### src/rtl/sat_pkg.sv
// ----------------------------------------------------------------------------
// sat_pkg
// Shared types for the SAT solver BCP datapath (implication arbiter, conflict
// detector, imply stack).
//   MAX_VAR_COUNT : number of solver variables
//   VAR_W         : variable index width derived from MAX_VAR_COUNT
//   implication_t : one implication {var_idx, val}
//   bcp_state_t   : BCP round sequencing states
// ----------------------------------------------------------------------------
package sat_pkg;

   localparam int MAX_VAR_COUNT = 512;
   localparam int VAR_W         = $clog2(MAX_VAR_COUNT);

   typedef struct packed {
      logic [VAR_W-1:0] var_idx;
      logic             val;
   } implication_t;

   typedef enum logic [1:0] {
      IDLE = 2'd0,
      RUN  = 2'd1,
      DONE = 2'd2
   } bcp_state_t;

endpackage

### src/rtl/rr_arbiter.sv
// ----------------------------------------------------------------------------
// rr_arbiter
// Purely combinational round-robin pick: the first asserted request found when
// searching from ptr upward with wrap-around.
//   req       : request vector, one bit per requester
//   ptr       : highest-priority requester index for this cycle (0..N-1)
//   grant     : one-hot grant
//   grant_idx : binary index of the granted requester
//   any_grant : at least one request was granted
// ----------------------------------------------------------------------------
module rr_arbiter #(
   parameter int N     = 4,
   parameter int PTR_W = (N > 1) ? $clog2(N) : 1
) (
   input  logic [N-1:0]     req,
   input  logic [PTR_W-1:0] ptr,
   output logic [N-1:0]     grant,
   output logic [PTR_W-1:0] grant_idx,
   output logic             any_grant
);

   always_comb begin
      // NOTE: every output gets a default before the search loop so no path
      // leaves a signal unassigned, which would otherwise infer a latch.
      grant     = '0;
      grant_idx = '0;
      any_grant = 1'b0;
      for (int k = 0; k < N; k++) begin
         int lane;
         lane = int'(ptr) + k;
         if (lane >= N) lane = lane - N;
         if (!any_grant && req[lane]) begin
            any_grant   = 1'b1;
            grant[lane] = 1'b1;
            grant_idx   = PTR_W'(lane);
         end
      end
   end

endmodule

### src/rtl/implication_arbiter.sv
// ----------------------------------------------------------------------------
// implication_arbiter
// Sequences one BCP round: grants at most one evaluator implication per cycle
// in round-robin order, forwards it to the conflict detector with zero-cycle
// latency, and reports round completion / conflict / implication count.
//   clock, reset        : clock, asynchronous active-low reset
//   start, abort, ack   : solver control pulses
//   evals_done          : evaluators have finished issuing for this round
//   req_valid/var_idx/val, req_ready : per-evaluator valid/ready channel
//   det_en/var_idx/val, det_conflict : presented implication and its verdict
//   bcp_done, bcp_conflict, conflict_var_idx, imply_count, busy : status
// ----------------------------------------------------------------------------
module implication_arbiter #(
   parameter int N_EVAL = 4,
   parameter int VAR_W  = sat_pkg::VAR_W,
   parameter int CNT_W  = 10
) (
   input  logic                    clock,
   input  logic                    reset,
   input  logic                    start,
   input  logic                    abort,
   input  logic                    ack,
   input  logic                    evals_done,
   input  logic [N_EVAL-1:0]       req_valid,
   input  logic [N_EVAL*VAR_W-1:0] req_var_idx,
   input  logic [N_EVAL-1:0]       req_val,
   output logic [N_EVAL-1:0]       req_ready,
   output logic                    det_en,
   output logic [VAR_W-1:0]        det_var_idx,
   output logic                    det_val,
   input  logic                    det_conflict,
   output logic                    bcp_done,
   output logic                    bcp_conflict,
   output logic [VAR_W-1:0]        conflict_var_idx,
   output logic [CNT_W-1:0]        imply_count,
   output logic                    busy
);

   import sat_pkg::*;

   localparam int PTR_W = (N_EVAL > 1) ? $clog2(N_EVAL) : 1;

   bcp_state_t         state;
   logic [PTR_W-1:0]   rr_ptr;
   logic [N_EVAL-1:0]  grant;
   logic [PTR_W-1:0]   grant_idx;
   logic               any_grant;
   logic               xfer;

   rr_arbiter #(
      .N     (N_EVAL),
      .PTR_W (PTR_W)
   ) u_rr (
      .req       (req_valid),
      .ptr       (rr_ptr),
      .grant     (grant),
      .grant_idx (grant_idx),
      .any_grant (any_grant)
   );

   // A grant is only real in RUN and never in an abort cycle; since the grant
   // is derived from req_valid, a grant is also a completed transfer.
   assign xfer = (state == RUN) && any_grant && !abort;

   assign req_ready   = xfer ? grant : '0;
   assign det_en      = xfer;
   assign det_var_idx = xfer ? req_var_idx[grant_idx * VAR_W +: VAR_W] : '0;
   assign det_val     = xfer ? req_val[grant_idx] : 1'b0;
   assign bcp_done    = (state == DONE);
   assign busy        = (state != IDLE);

   // NOTE: sequential state uses non-blocking assignments so every register
   // samples pre-edge values regardless of statement order.
   always_ff @(posedge clock or negedge reset) begin
      if (!reset) begin
         state            <= IDLE;
         rr_ptr           <= '0;
         imply_count      <= '0;
         conflict_var_idx <= '0;
         bcp_conflict     <= 1'b0;
      end else if (abort) begin
         state        <= IDLE;
         bcp_conflict <= 1'b0;
      end else begin
         case (state)
            IDLE: begin
               if (start) begin
                  state        <= RUN;
                  imply_count  <= '0;
                  bcp_conflict <= 1'b0;
               end
            end
            RUN: begin
               if (xfer) begin
                  rr_ptr <= (grant_idx == PTR_W'(N_EVAL - 1)) ? '0
                                                              : grant_idx + PTR_W'(1);
                  if (det_conflict) begin
                     conflict_var_idx <= det_var_idx;
                     bcp_conflict     <= 1'b1;
                     state            <= DONE;
                  end else if (imply_count != '1) begin
                     imply_count <= imply_count + CNT_W'(1);
                  end
               end else if (evals_done) begin
                  // Pending requests always drain first: evals_done only
                  // closes the round on a cycle with nothing to grant.
                  state <= DONE;
               end
            end
            DONE: begin
               if (ack) state <= IDLE;
            end
            default: state <= IDLE;
         endcase
      end
   end

endmodule

### config.mk
export PLATFORM = sky130hd
export DESIGN_NAME = implication_arbiter
export DESIGN_NICKNAME = d
export VERILOG_FILES = /design/src/rtl/sat_pkg.sv /design/src/rtl/rr_arbiter.sv /design/src/rtl/implication_arbiter.sv
export SDC_FILE = /design/constraint.sdc
export NUM_CORES = 1
export LEC_CHECK = 0
export CAP_MARGIN = 20
export CORE_AREA = 2 2 94 60
export CTS_BUF_LIST = sky130_fd_sc_hd__clkbuf_16
export CTS_CLUSTER_DIAMETER = 150
export DETAILED_ROUTE_END_ITERATION = 10
export DIE_AREA = 0 0 96 62
export GPL_TIMING_DRIVEN = 0
export HOLD_SLACK_MARGIN = 0.08
export PLACE_DENSITY_LB_ADDON = 0.1
export SLEW_MARGIN = 10
export SYNTH_ARGS = -nofsm -noshare
export SYNTH_HDL_FRONTEND = slang
export SYNTH_SLANG_ARGS = --single-unit
### constraint.sdc
create_clock -name clock -period 3.4 [get_ports clock]
set_clock_uncertainty 0.05 [all_clocks]
set_input_delay 0.51 -clock clock [delete_from_list [all_inputs] [get_ports clock]]
set_output_delay 0.51 -clock clock [all_outputs]
set_load 0.02 [all_outputs]
==> flow_summary.json <==
{
  "outcome": "finished, final reports clean",
  "crit_top_cell": "buf_6",
  "criticalPathCategory": "register to output port",
  "cp_slowest_cell": "mux4_2",
  "slew_headroom": 0.460,
  "tightest_slew_ps": 805,
  "port_buffers": 87,
  "power_frac_clock": 0.150,
  "final_common_cell": "clkdlybuf4s50_1",
  "first_pass_iters": 4,
  "async_flop_share": 1.00,
  "power.internal_w": 0.00142,
  "cts_sinks": 24,
  "grt.overflow.total": 0,
  "die_h_um": 62,
  "grt_util_all_layers": 0.189,
  "drt_iter0_markers": 82,
  "place_area_um2": 2920,
  "start_kind": "register",
  "ys_seq_area_frac": 0.306,
  "syn_inst": 198,
  "p_total_w": 0.00222,
  "drive_gt1_frac": 0.282,
  "design_area_um2": 3190,
  "place_congestion": 0.856,
  "syn_nets": 254,
  "row_count": 21,
  "grt_pass1_vias": 1821,
  "fin_crit_sh": 0.968,
  "path_buf_inv": 5,
  "vias": 1958,
  "postCtsHoldBufs": 0,
  "crit_path_end_kind": "output port",
  "grt_max_degree": 25,
  "pwr-share-seq": 0.180,
  "setup_viol": 0,
  "netSwitchingFraction": 0.361,
  "drt.antenna.violating_nets": 0,
  "p_leak_nw": 1.29,
  "synth_ff_type": "dfrtp_1",
  "die_x_um": 96,
  "synth_cell_types": 51,
  "slew_violations": 0,
  "h-tree-depth": 1,
  "arrival_ps": 2730,
  "clock_path_buffers": 2,
  "crit_path_max_fanout": 8,
  "cts_tree": "done",
  "dp_hpwl_mm": 4.20,
  "vias_per_cell": 5.24,
  "yosysWarnings": 0,
  "max-vdd-ir-drop_mv": 0.349,
  "dieArea_um2": 5950,
  "cp_cell_sequence": "buf_6 > buf_8 > inv_2 > ha_4 > nand2_2 > a21o_1 > a21oi_2 > buf_6 > mux4_2 > and2_1 > clkdlybuf4s15_2",
  "start_util": 0.376,
  "worstSkewPairLatency_ps": 250,
  "drc": 0,
  "diodes": 0,
  "clkTransAtPathRegs_ps": 60,
  "ios": 88,
  "antenna_found_initial": 0,
  "wl_per_cell_um": 14.9,
  "critical_path.top_delay_family": "buffers and inverters",
  "area_delta_synth_final_pct": 62.4,
  "worstPathRequired_ps": 2840,
  "ys_ff_latch": 24,
  "avgSynthCellArea_um2": 9.93,
  "min_path_type": "input pin to async pin",
  "fin_crit_ps": 3290,
  "finalHoldViolCount": 0,
  "grt_pass1_wl_mm": 8.63,
  "layout_common_cells": "72 x clkdlybuf4s50_1, 24 x dfrtp_1, 21 x nor2_1, 17 x buf_4, 14 x a21oi_1",
  "rsz0062_at_grt": "true",
  "cap_violations": 0,
  "numCtsBuffers": 3,
  "syn-cell-area_um2": 1970,
  "critical-path-max-stage-delay_ps": 520,
  "powerDensity_nw_per_um2": 694,
  "wirelength_mm": 5.59,
  "core_area_um2": 5230,
  "combinationalPowerShare": 0.669,
  "fin_nets": 362,
  "max_freq_ghz": 0.304,
  "p_sw_w": 0.000801,
  "ctsRootBufferMaster": "clkbuf_16",
  "synth_edf_count": 0
}
what timing repair did:
item                       CTS  global route
resized for setup           54            28
setup buffers               14             2
pin swaps                    1             5
setup endpoints to repair   14            14
layout make-up:
| type | count | area [um2] |
|---|---|---|
| fillers | 455 | 2040 |
| multi-input cells | 156 | 1290 |
| repair buffers | 104 | 990 |
| flip-flops and latches | 24 | 601 |
| plain buffers | 12 | 103 |
| well taps | 69 | 86.3 |
| clock buffers | 3 | 75.1 |
| clock inverters | 1 | 30.0 |
| inverters | 5 | 18.8 |
state kept, by name (all words and copies together), names as in the netlist:
register	flops
bcp_conflict	1
conflict_var_idx	9
imply_count	10
rr_ptr	2
state	2
power groups by stage:
| stage | registers, W | logic [W] | clock network (W) |
|---|---|---|---|
| 3_3_place_gp | 0.000404 | 0.00117 | 0 |
| 3_5_place_dp | 0.000406 | 0.00118 | 0 |
| 6_report | 0.000400 | 0.00148 | 0.000334 |
| 2_1_floorplan | 0.000471 | 0.000744 | 0 |
| 4_1_cts | 0.000400 | 0.00142 | 0.000340 |
| 5_1_grt | 0.000411 | 0.00161 | 0.000353 |
final timing paths:
path,slack [ps],to,from,cells after the start
max,110,det_var_idx[0],rr_ptr[0],11
min,460,imply_count[2],reset,1
max reg2reg,690,conflict_var_idx[3],rr_ptr[0],12
min reg2reg,460,conflict_var_idx[8],conflict_var_idx[8],1
max in group asynchronous,2410,conflict_var_idx[8],reset,2
min in group clock,460,conflict_var_idx[8],conflict_var_idx[8],1
through the flow:
step | instances | util | setup slack [ps] | setup TNS [ps] | hold WS [ps]
after floorplan | 198 | - | 193 | 0 | 164
after global placement | 354 | 0.559 | -430 | -5500 | 441
after detailed placement | 354 | 0.559 | -453 | -5710 | 445
after CTS | 372 | 0.602 | 31.9 | 0 | 459
after global routing | 374 | 0.611 | -16.4 | -32.7 | 460
final | 374 | 0.611 | 108 | 0 | 455
cell usage after synthesis, types with 2 or more instances:
master	count	area, um2
buf_2	5	25.0
a21oi_1	15	75.1
nor3_1	4	20.0
mux2_2	9	101
nor2_1	22	82.6
clkbuf_1	3	11.3
inv_1	4	15.0
xnor2_1	8	70.1
nor4b_2	2	30.0
nor4_1	5	31.3
dfrtp_1	24	601
nand2b_1	5	31.3
nand2_1	13	48.8
o21ai_1	2	10.0
mux4_1	4	105
buf_6	4	45.0
a22oi_1	4	30.0
mux4_2	9	203
o21ai_0	7	35.0
ha_1	5	62.6
and2_1	10	62.6
nor2_2	2	12.5
nand4_1	2	12.5
mux2i_1	3	30.0
kinds of logic (layout without fill, tap and decap cells):
logic type,after synthesis,after routing,share of synthesized area
adders and majority gates,5,5,0.0318
buffers and inverters,18,125,0.0547
AOI/OAI and AO/OA,41,41,0.134
muxes,25,25,0.223
xor gates and xnor gates,8,8,0.0356
DFF,24,24,0.306
and+or+nand+nor,77,77,0.215
metal layers:
metal / track usage / part of all wire / routed length, um
met5: 0 / 0 / 0
met4: 0.0184 / 0.0048 / 27
met2: 0.297 / 0.44 / 2440
met3: 0.0555 / 0.083 / 461
met1: 0.270 / 0.48 / 2660
worst reg2reg max path: stages (launching register included):
cell,delay (ps)
dfrtp_1,400
buf_6,130
buf_8,90
inv_2,50
ha_4,310
nand2_2,50
a21o_1,160
a21oi_2,170
buf_6,180
buf_6,110
mux4_2,500
buf_4,150
mux2_2,250
Note: power is estimated with default switching activity, not from simulation.
